===== src/rtl/uart_pkg.sv =====
// ----------------------------------------------------------------------------
// uart_pkg
// Shared definitions for the UART transmit-side arbitration logic:
//   - default UART word width
//   - 3-bit FSM state encoding used by uart_tx_arbiter
//   - clog2 helper for sizing index and counter fields
// ----------------------------------------------------------------------------
package uart_pkg;

    localparam int UART_DATA_WIDTH = 16;

    localparam logic [2:0] ST_IDLE      = 3'd0;
    localparam logic [2:0] ST_ARB       = 3'd1;
    localparam logic [2:0] ST_POP       = 3'd2;
    localparam logic [2:0] ST_LOAD      = 3'd3;
    localparam logic [2:0] ST_WAIT_ACK  = 3'd4;
    localparam logic [2:0] ST_WAIT_DONE = 3'd5;

    // Number of bits needed to encode values 0..value-1 (0 for value <= 1).
    function automatic int clog2(input int value);
        int r;
        int v;
        r = 0;
        v = value - 1;
        while (v > 0) begin
            r = r + 1;
            v = v >> 1;
        end
        return r;
    endfunction

endpackage


===== src/rtl/uart_tx_arbiter_rr_pick.sv =====
// ----------------------------------------------------------------------------
// rr_pick
// Combinational round-robin picker: returns the first set bit of i_eligible
// searching upward from i_ptr, wrapping modulo N.
//   i_eligible [N]  candidate vector
//   i_ptr      [W]  search start index (must be < N)
//   o_index    [W]  selected index (0 when nothing is eligible)
//   o_valid         at least one candidate is eligible
// ----------------------------------------------------------------------------
module rr_pick
    import uart_pkg::*;
#(
    parameter int N = 4,
    parameter int W = (N > 1) ? clog2(N) : 1
) (
    input  logic [N-1:0] i_eligible,
    input  logic [W-1:0] i_ptr,
    output logic [W-1:0] o_index,
    output logic         o_valid
);

    logic [W-1:0] w_hi_idx;
    logic [W-1:0] w_lo_idx;
    logic         w_hi_valid;

    // Scan downward so the last hit is the lowest index. The "hi" candidate
    // is the lowest eligible index at or above the pointer; the "lo" one is
    // the lowest overall, used when the search has to wrap.
    always_comb begin
        w_hi_idx   = '0;
        w_lo_idx   = '0;
        w_hi_valid = 1'b0;
        for (int i = N - 1; i >= 0; i--) begin
            if (i_eligible[i]) begin
                w_lo_idx = W'(i);
                if (i >= int'(i_ptr)) begin
                    w_hi_idx   = W'(i);
                    w_hi_valid = 1'b1;
                end
            end
        end
    end

    assign o_index = w_hi_valid ? w_hi_idx : w_lo_idx;
    assign o_valid = |i_eligible;

endmodule


===== src/rtl/uart_tx_arbiter.sv =====
// ----------------------------------------------------------------------------
// uart_tx_arbiter
// Shares one uart_tx between NUM_REQ first-word-fall-through TX FIFOs.
// Each word is sequenced pop -> load -> wait-busy -> wait-done; a grant is
// held for at most MAX_BURST words before the round-robin pointer moves on.
//
// Ports:
//   i_clk, i_rst_n       system clock, async active-low reset
//   i_enable             1 = new grants / words allowed
//   i_req_mask   [N]     1 = requester excluded from arbitration
//   i_req_empty  [N]     FIFO empty flags
//   i_req_data   [N*DW]  FIFO head words, requester i at [i*DW +: DW]
//   o_req_rd_en  [N]     one-hot pop strobe
//   o_tx_data    [DW]    word to uart_tx (registered)
//   o_tx_wr_en           one-cycle load strobe to uart_tx
//   i_tx_busy            uart_tx busy
//   o_grant_id           current/last granted requester
//   o_active             1 while a grant is held
//   o_ack_err            sticky: uart_tx never went busy after a load
//   o_words_sent [16]    total words loaded, wrapping
//
// state      | meaning
// -----------+----------------------------------------------------------
// IDLE       | no grant; waiting for enable and an eligible requester
// ARB        | one cycle: pick next requester from the rr pointer
// POP        | capture FIFO head into tx_data, strobe the FIFO pop
// LOAD       | strobe tx_wr_en, count the word, arm the ack timer
// WAIT_ACK   | wait for tx_busy to rise (bounded by ACK_TIMEOUT cycles)
// WAIT_DONE  | wait for tx_busy to fall, then continue burst or rotate
// ----------------------------------------------------------------------------
module uart_tx_arbiter
    import uart_pkg::*;
#(
    parameter  int NUM_REQ     = 4,
    parameter  int DATA_WIDTH  = UART_DATA_WIDTH,
    parameter  int MAX_BURST   = 8,
    parameter  int ACK_TIMEOUT = 4,
    localparam int GID_W       = (NUM_REQ > 1) ? clog2(NUM_REQ) : 1,
    localparam int ACK_W       = clog2(ACK_TIMEOUT + 1)
) (
    input  logic                          i_clk,
    input  logic                          i_rst_n,
    input  logic                          i_enable,
    input  logic [NUM_REQ-1:0]            i_req_mask,
    input  logic [NUM_REQ-1:0]            i_req_empty,
    input  logic [NUM_REQ*DATA_WIDTH-1:0] i_req_data,
    output logic [NUM_REQ-1:0]            o_req_rd_en,
    output logic [DATA_WIDTH-1:0]         o_tx_data,
    output logic                          o_tx_wr_en,
    input  logic                          i_tx_busy,
    output logic [GID_W-1:0]              o_grant_id,
    output logic                          o_active,
    output logic                          o_ack_err,
    output logic [15:0]                   o_words_sent
);

    logic [2:0]            r_state;
    logic [GID_W-1:0]      r_rr_ptr;
    logic [GID_W-1:0]      r_grant_id;
    logic [7:0]            r_burst_cnt;
    logic [ACK_W-1:0]      r_ack_cnt;
    logic                  r_active;
    logic                  r_ack_err;
    logic [15:0]           r_words_sent;
    logic [DATA_WIDTH-1:0] r_tx_data;

    logic [NUM_REQ-1:0]    w_eligible;
    logic [GID_W-1:0]      w_pick_idx;
    logic                  w_pick_valid;
    logic [DATA_WIDTH-1:0] w_head;
    logic                  w_grant_elig;
    logic [GID_W-1:0]      w_next_ptr;
    logic                  w_burst_more;

    assign w_eligible = ~i_req_empty & ~i_req_mask;

    rr_pick #(
        .N (NUM_REQ),
        .W (GID_W)
    ) u_rr_pick (
        .i_eligible (w_eligible),
        .i_ptr      (r_rr_ptr),
        .o_index    (w_pick_idx),
        .o_valid    (w_pick_valid)
    );

    always_comb begin
        w_head       = '0;
        w_grant_elig = 1'b0;
        for (int i = 0; i < NUM_REQ; i++) begin
            if (r_grant_id == GID_W'(i)) begin
                w_head       = i_req_data[i*DATA_WIDTH +: DATA_WIDTH];
                w_grant_elig = w_eligible[i];
            end
        end
    end

    assign w_next_ptr   = (r_grant_id == GID_W'(NUM_REQ - 1)) ? '0 : r_grant_id + 1'b1;
    assign w_burst_more = (r_burst_cnt < 8'(MAX_BURST));

    always_ff @(posedge i_clk or negedge i_rst_n) begin
        if (!i_rst_n) begin
            r_state      <= ST_IDLE;
            r_rr_ptr     <= '0;
            r_grant_id   <= '0;
            r_burst_cnt  <= '0;
            r_ack_cnt    <= '0;
            r_active     <= 1'b0;
            r_ack_err    <= 1'b0;
            r_words_sent <= '0;
            r_tx_data    <= '0;
        end else begin
            case (r_state)
                ST_IDLE: begin
                    if (i_enable && (|w_eligible)) begin
                        r_state <= ST_ARB;
                    end
                end
                ST_ARB: begin
                    // Flags are re-sampled here, so the candidate seen in
                    // IDLE may have gone away.
                    if (w_pick_valid) begin
                        r_grant_id  <= w_pick_idx;
                        r_active    <= 1'b1;
                        r_burst_cnt <= '0;
                        r_state     <= ST_POP;
                    end else begin
                        r_state <= ST_IDLE;
                    end
                end
                ST_POP: begin
                    r_tx_data <= w_head;
                    r_state   <= ST_LOAD;
                end
                ST_LOAD: begin
                    r_words_sent <= r_words_sent + 16'd1;
                    r_burst_cnt  <= r_burst_cnt + 8'd1;
                    r_ack_cnt    <= ACK_W'(ACK_TIMEOUT - 1);
                    r_state      <= ST_WAIT_ACK;
                end
                ST_WAIT_ACK: begin
                    if (i_tx_busy) begin
                        r_state <= ST_WAIT_DONE;
                    end else if (r_ack_cnt == '0) begin
                        // Word is still counted as sent; just flag it.
                        r_ack_err <= 1'b1;
                        r_state   <= ST_WAIT_DONE;
                    end else begin
                        r_ack_cnt <= r_ack_cnt - 1'b1;
                    end
                end
                ST_WAIT_DONE: begin
                    if (!i_tx_busy) begin
                        if (i_enable && w_grant_elig && w_burst_more) begin
                            r_state <= ST_POP;
                        end else begin
                            r_rr_ptr <= w_next_ptr;
                            r_active <= 1'b0;
                            r_state  <= i_enable ? ST_ARB : ST_IDLE;
                        end
                    end
                end
                default: begin
                    r_state <= ST_IDLE;
                end
            endcase
        end
    end

    // Strobes decode straight from the state register so they clear the
    // instant reset asserts and pair POP/LOAD cycle for cycle.
    always_comb begin
        o_req_rd_en = '0;
        for (int i = 0; i < NUM_REQ; i++) begin
            o_req_rd_en[i] = (r_state == ST_POP) && (r_grant_id == GID_W'(i));
        end
    end

    assign o_tx_wr_en   = (r_state == ST_LOAD);
    assign o_tx_data    = r_tx_data;
    assign o_grant_id   = r_grant_id;
    assign o_active     = r_active;
    assign o_ack_err    = r_ack_err;
    assign o_words_sent = r_words_sent;

endmodule


===== config.mk =====
export PLATFORM = sky130hd
export DESIGN_NAME = uart_tx_arbiter
export DESIGN_NICKNAME = d
export VERILOG_FILES = /design/src/rtl/uart_pkg.sv /design/src/rtl/uart_tx_arbiter_rr_pick.sv /design/src/rtl/uart_tx_arbiter.sv
export SDC_FILE = /design/constraint.sdc
export NUM_CORES = 1
export LEC_CHECK = 0
export CAP_MARGIN = 30
export CORE_ASPECT_RATIO = 0.5
export CORE_MARGIN = 3
export CORE_UTILIZATION = 39
export CTS_CLUSTER_SIZE = 28
export DETAILED_ROUTE_END_ITERATION = 10
export GPL_TIMING_DRIVEN = 0
export PLACE_DENSITY = 0.8
export SKIP_LAST_GASP = 1
export SYNTH_ARGS = -nofsm -noshare
export SYNTH_HDL_FRONTEND = slang
export SYNTH_SLANG_ARGS = --single-unit

===== constraint.sdc =====
create_clock -name i_clk -period 1.8 [get_ports i_clk]
set_input_delay 0.36 -clock i_clk [delete_from_list [all_inputs] [get_ports i_clk]]
set_output_delay 0.36 -clock i_clk [all_outputs]
set_load 0.02 [all_outputs]

==> results by group, run 1 <==
Status
  – Status: complete, but fails checks
  – Failing checks: negative setup slack

Drt
  – Vias: 3,054
  – WL/cell: 17.2 µm
  – Final wirelength: 9460 µm
  – Drt pass-1 iters: 5
  – First DRT Iteration DRCs: 155
  – Antenna Nets Post-Route: 0
  – DRC: 0
  – Routed vias/inst: 5.54

Floorplan
  – Total Die Area: 8590 µm²
  – Row cnt: 21
  – Core ar.: 6940 µm²
  – Initial Util: 41.9%
  – Chip width: 128 µm
  – Io pins: 117
  – Die Y-Extent: 67.1 µm

Clock network
  – Worst-path clk slew: 0.07 ns
  – CTS Root Cell: clkbuf_16
  – Clock latency on the worst-skew pair: 0.29 ns
  – Num CTS Buffers: 5
  – H-tree levels: 2
  – CTS Buffer Depth: 2
  – Clock sink count: 52
  – CTS tree: built

Synth
  – Flops & latches, synth: 52
  – Yosys cell types: 51
  – Synth area leaders: dfrtp_1 (45%), a221o_1 (5.2%), nand2_1 (4.8%), o211ai_1 (4.6%), nor2_1 (3.7%)
  – Mapped cell area: 2910 µm²
  – Mapped Avg Cell Area: 9.32 µm²
  – Area leader, netlist: dfrtp_1
  – Post-synthesis async set-or-reset flop share: 100%
  – Share of the synthesized area in the top cell type: 44.8%
  – Ys flop type: dfrtp_1
  – Post-synth EDFFs: 0
  – Post-synth net total: 396
  – Sequential area share after synthesis: 44.8%
  – Synth Warn #: 0
  – Cells after Synth: 312

Timing
  – RSZ-0062 raised after global routing: true
  – Slew HR: 67.1%
  – Final min period: 2.05 ns
  – Setup WS post-layout: -0.250 ns
  – Final worst-path cycle share: 114%
  – TNS Setup: -1.43 ns
  – Hold_ws: 0.484 ns
  – Clk_skew: 0.00612 ns
  – Slew @ Worst Pin: 0.493 ns
  – # setup viols final: 16
  – F_max: 488 MHz
  – Final Hold Viols: 0
  – Max Slew Vio Count: 0

Power
  – Power Density: 1330 nW/µm²
  – Leak Pwr: 2.01 nW
  – Peak VDD IR: 0.532 mV

Cells and area
  – Final #Nets: 542
  – Layout cells sized above 1: 17.4%
  – Fillcell total: 540
  – Commonest non-fill, non-tap cell in the layout: clkdlybuf4s50_1
  – N_diodes: 0
  – Fin cells: 551
  – Most frequent cells in the layout: clkdlybuf4s50_1 (109), dfrtp_1 (50), nand2_1 (37)
  – Area grow syn2layout: 64.8%

Global route
  – Pin count of the biggest net entering global routing: 40
  – First-pass GRT wire length: 15,000 µm
  – Initial antenna violation count: 0
  – Routing usage on met1: 27.9%
  – Vias in the first global route: 3,061
  – Met2 GRT Util: 38.9%
  – M3 GR Usage: 3.76%
  – GRT Residual Overflow: 0
  – GRT Overall Usage: 22.0%
  – GR peak layer: met2

Setup path
  – CP Class: input pin to register
  – CP Data Required Time: 1.97 ns
  – Max FO, Critical Path: 5
  – Critical path startpoint category: input pin
  – CP endpoint kind: register
  – CP arrival: 2.22 ns

Place
  – Gpl congestion: 0.826
  – Placed insts: 521
  – Place WS: -0.793 ns
  – IO buf count: 116
  – HPWL Detailed: 6720 µm

Job
  – Max-Cap Viols: 0

Worst hold path
  – Min-Delay Path Class: register to register
==> cells by family after synthesis <==
| family | share of synthesized area (%) |
|---|---|
| xor+xnor | 4.82 |
| flops | 44.8 |
| buf+inv | 4.09 |
| compound gates | 23.5 |
| fa+ha+maj | 3.44 |
| mux | 1.12 |
| simple gates | 18.2 |
==> report_power, final <==
group	total (mW)	internal [mW]	switching, mW
logic	3.50	1.75	1.75
clock network	1.07	0.655	0.418
registers	1.79	1.53	0.266
total	6.36	3.93	2.43
==> per-layer routing <==
metal | share of wire, % | up-vias
met5 | 0 | -
met4 | 2.1 | 0
met3 | 4.8 | 17
met2 | 50 | 87
met1 | 43 | 1505
li1 | - | 1445
==> Yosys cell counts, drive strengths merged (6+ instances only) <==
master and n:
ha 8, clkbuf 11, nor2 29, a221o 15, inv 11, nand2 37, xnor2 12, a31oi 16
dfrtp 52, nand3 8, and3 6, nand4 8, o21ai 17, buf 6, a21oi 7, o211ai 18
==> registers in the layout, indices dropped and copies added (netlist names) <==
| register | cells |
|---|---|
| o_tx_data | 16 |
| o_words_sent | 16 |
| r_burst_cnt | 8 |
| r_ack_cnt | 3 |
| r_state | 3 |
| o_grant_id | 2 |
| r_rr_ptr | 2 |
| o_ack_err | 1 |
| o_active | 1 |
==> per-stage QoR <==
stage                     util (%)  area, µm²  total power, mW
final                         69.1       4790             6.36
after global routing          69.1       4790             6.77
after CTS                     66.9       4640             6.13
after detailed placement      61.5       4270             4.75
after global placement        61.3       4250             4.68
after floorplan                  -       2980             3.59
==> final timing paths <==
check | startpoint | endpoint | slack, ns | cells past startpoint
worst min-delay path | o_words_sent[15] | o_words_sent[15] | 0.48 | 1
max in group asynchronous | i_rst_n | o_grant_id[0] | 0.76 | 3
worst min register to register | o_words_sent[15] | o_words_sent[15] | 0.48 | 1
worst max-delay path | i_req_empty[0] | r_rr_ptr[1] | -0.25 | 5
min in group asynchronous | i_rst_n | o_words_sent[12] | 0.50 | 2
worst max register to register | o_grant_id[0] | r_rr_ptr[1] | -0.23 | 5
==> timing repair <==
action / 4_1_cts / 5_1_grt
buffers inserted: 12 / 8
hold buffers: 1 / 0
endpoints found under the hold margin: 13 / 0
endpoints found under the setup margin: 28 / 37
resized for setup: 59 / 19
pin swaps: 5 / 11
cloned: 1 / 1
==> area by class of cell <==
type                    count  area, µm²  area share [%]
plain buffers              16        154            3.21
clock buffers               6        129            2.69
clock inverters             2       35.0           0.731
inverters                  13       57.6            1.20
multi-input cells         230       1620            33.9
flip-flops and latches     52       1300            27.2
well taps                  92        115            2.40
repair buffers            140       1370            28.6
==> worst max-delay path: stages <==
cell	delay (ns)
clkdlybuf4s50_1	0.50
or4b_4	0.59
a21oi_4	0.21
a2bb2oi_4	0.25
mux2_4	0.32
Note: power is estimated with default switching activity, not from simulation.
==> inputs of run 2 (changes only) <==
- CORE_UTILIZATION: 39 -> 40
- PLACE_DENSITY: 0.8 -> 0.79
- clock period: 1.8 -> 2.22 ns (I/O delays scaled with it)
==> run 2 against run 1 <==
- the flow still finishes with violations (negative setup slack)
- utilization down 3.8 points
- die area down 2.3%
- clock-buffer cell count unchanged
- worst hold slack worse by 0.42 ns
- design area down 6.6%
- clock skew up 0.0023 ns
- total power down 24%
- sequential share of layout area up 1.9 points
- largest cell class unchanged
- clock power down 15%
==> results by group, run 2 (synthesis gave the netlist of run 1 again) <==
Status
  – Status: complete, but fails checks
  – Failing checks: negative setup slack

Timing
  – # setup viols final: 1
  – Final worst-path cycle share: 105%
  – Setup WS post-layout: -0.105 ns
  – Final Hold Viols: 0
  – RSZ-0062 raised after global routing: true
  – Slew HR: 40.6%
  – Slew @ Worst Pin: 0.880 ns
  – F_max: 430 MHz
  – Final min period: 2.33 ns
  – Max Slew Vio Count: 0
  – Clk_skew: 0.00845 ns

Clock network
  – CTS Hold Buffers Added: 0
  – Worst-path clk slew: 0.07 ns
  – Num CTS Buffers: 5
  – CTS Buffer Depth: 2
  – H-tree levels: 2
  – Clock latency on the worst-skew pair: 0.30 ns
  – CTS tree: built
  – CTS Root Cell: clkbuf_16
  – Clock sink count: 52

Place
  – IO buf count: 116
  – HPWL Detailed: 6500 µm
  – Gpl congestion: 0.847
  – Dpl cell area: 4220 µm²
  – Placed insts: 521

Floorplan
  – Core ar.: 6860 µm²
  – Io pins: 117
  – Row cnt: 21
  – Initial Util: 42.4%
  – Die Y-Extent: 66.3 µm
  – Total Die Area: 8390 µm²
  – Chip width: 127 µm

Setup path
  – Delay-heaviest family, CP: buffers and inverters
  – CP endpoint kind: output pin
  – Buffers & Inverters on Critical Path: 5
  – CP Class: register to output pin
  – Crit path top cell by count: buf_4
  – CP max stage delay: 0.43 ns
  – Max FO, Critical Path: 10
  – R2R Path Start: o_grant_id[1]
  – FF-to-FF path depth: 6
  – Worst r2r dst: r_rr_ptr[0]
  – Critical path startpoint category: register
  – FF-to-FF setup slack: 0.06 ns
  – Critical-path top delay cell: dfrtp_1
  – Cell count along the critical path: 7
  – CP arrival: 1.88 ns
  – CP Data Required Time: 1.78 ns
  – Critical Path, Cell by Cell: inv_1 > ha_1 > buf_6 > clkinv_4 > buf_4 > nor4_4 > buf_4

Power
  – Leak Pwr: 1.83 nW
  – Peak VDD IR: 0.456 mV
  – Power Density: 1080 nW/µm²
  – Total Power: 4.83 mW

Cells and area
  – Sequential Area: 1300 µm²
  – Commonest non-fill, non-tap cell in the layout: clkdlybuf4s50_1
  – Final #Nets: 524
  – Area grow syn2layout: 53.8%
  – Layout cells sized above 1: 9.98%
  – Fin cells: 533
  – Fillcell total: 563
  – Most frequent cells in the layout: clkdlybuf4s50_1 (110), dfrtp_1 (52), nand2_1 (37)
  – N_diodes: 0
  – Multi-input gate area: 1530 µm²
  – Final instance area: 4470 µm²

Worst hold path
  – Min-Delay Path Class: input pin to asynchronous set/reset pin

Global route
  – Vias in the first global route: 2,813
  – Routing usage on met1: 27.1%
  – Pin count of the biggest net entering global routing: 36
  – First-pass GRT wire length: 14,000 µm
  – Met2 GRT Util: 36.1%
  – M3 GR Usage: 4.52%
  – Initial antenna violation count: 0
  – GR peak layer: met2
  – GRT Overall Usage: 20.9%
  – GRT Residual Overflow: 0

Drt
  – Vias: 2,908
  – Antenna Nets Post-Route: 0
  – DRC: 0
  – Routed vias/inst: 5.46
  – Drt pass-1 iters: 5
  – First DRT Iteration DRCs: 265
  – WL/cell: 16.3 µm
  – Final wirelength: 8700 µm

Job
  – Max-Cap Viols: 0
-- run 2: cell types whose count changed in the layout (fill, tap and decap cells not counted), moves of 3 or more --
cell and delta:
buf_4 -16, clkbuf_1 +4, clkbuf_8 -4, buf_2 +3, buf_8 -3, inv_1 +3, inv_2 -3
-- run 2: where the power goes --
group / switching, mW / leakage [nW] / internal, mW
sequential: 0.227 / 0.650 / 1.23
clock: 0.369 / 0.0815 / 0.538
combinational: 1.30 / 1.10 / 1.16
total: 1.90 / 1.83 / 2.93
-- run 2: worst max path at each step --
stage                                end  slack [ns]     startpoint
final                     o_req_rd_en[2]       -0.11  o_grant_id[0]
after global routing      o_req_rd_en[2]       -0.18  o_grant_id[0]
after CTS                 o_req_rd_en[2]       -0.12  o_grant_id[0]
after detailed placement  o_req_rd_en[2]       -0.76  o_grant_id[0]
after global placement     o_grant_id[1]       -0.87        i_rst_n
after floorplan           o_req_rd_en[2]       0.004  o_grant_id[0]
-- run 2: layout make-up --
| type | instances | area share, % |
|---|---|---|
| inverters | 13 | 1.31 |
| clock inverters | 2 | 0.867 |
| repair buffers | 122 | 26.9 |
| flip-flops and latches | 52 | 29.1 |
| multi-input cells | 230 | 34.2 |
| well taps | 92 | 2.57 |
| clock buffers | 6 | 2.88 |
| plain buffers | 16 | 2.18 |
-- run 2: routing by layer --
| metal | part of all wire (%) | wire length (µm) |
|---|---|---|
| met4 | 0.98 | 85 |
| met3 | 5.5 | 478 |
| met1 | 45 | 3880 |
| met5 | 0 | 0 |
| met2 | 49 | 4260 |
-- run 2: through the flow --
step / utilization, % / hold WS [ns] / TNS (ns) / setup slack (ns)
floorplan: - / 0.148 / 0 / 0.00401
global placement: 61.3 / 0.461 / -48.32 / -0.867
detailed placement: 61.5 / 0.403 / -3.75 / -0.756
CTS: 64.9 / 0.0771 / -0.121 / -0.121
global route: 65.2 / 0.0967 / -0.517 / -0.185
finish: 65.2 / 0.0661 / -0.105 / -0.105
-- run 2: what timing repair did --
item / 4_1_cts / 5_1_grt
pin swaps: 1 / 0
resized for setup: 35 / 6
setup endpoints to repair: 11 / 19
hold endpoints to repair: 0 / 0
buffers inserted: 4 / 1
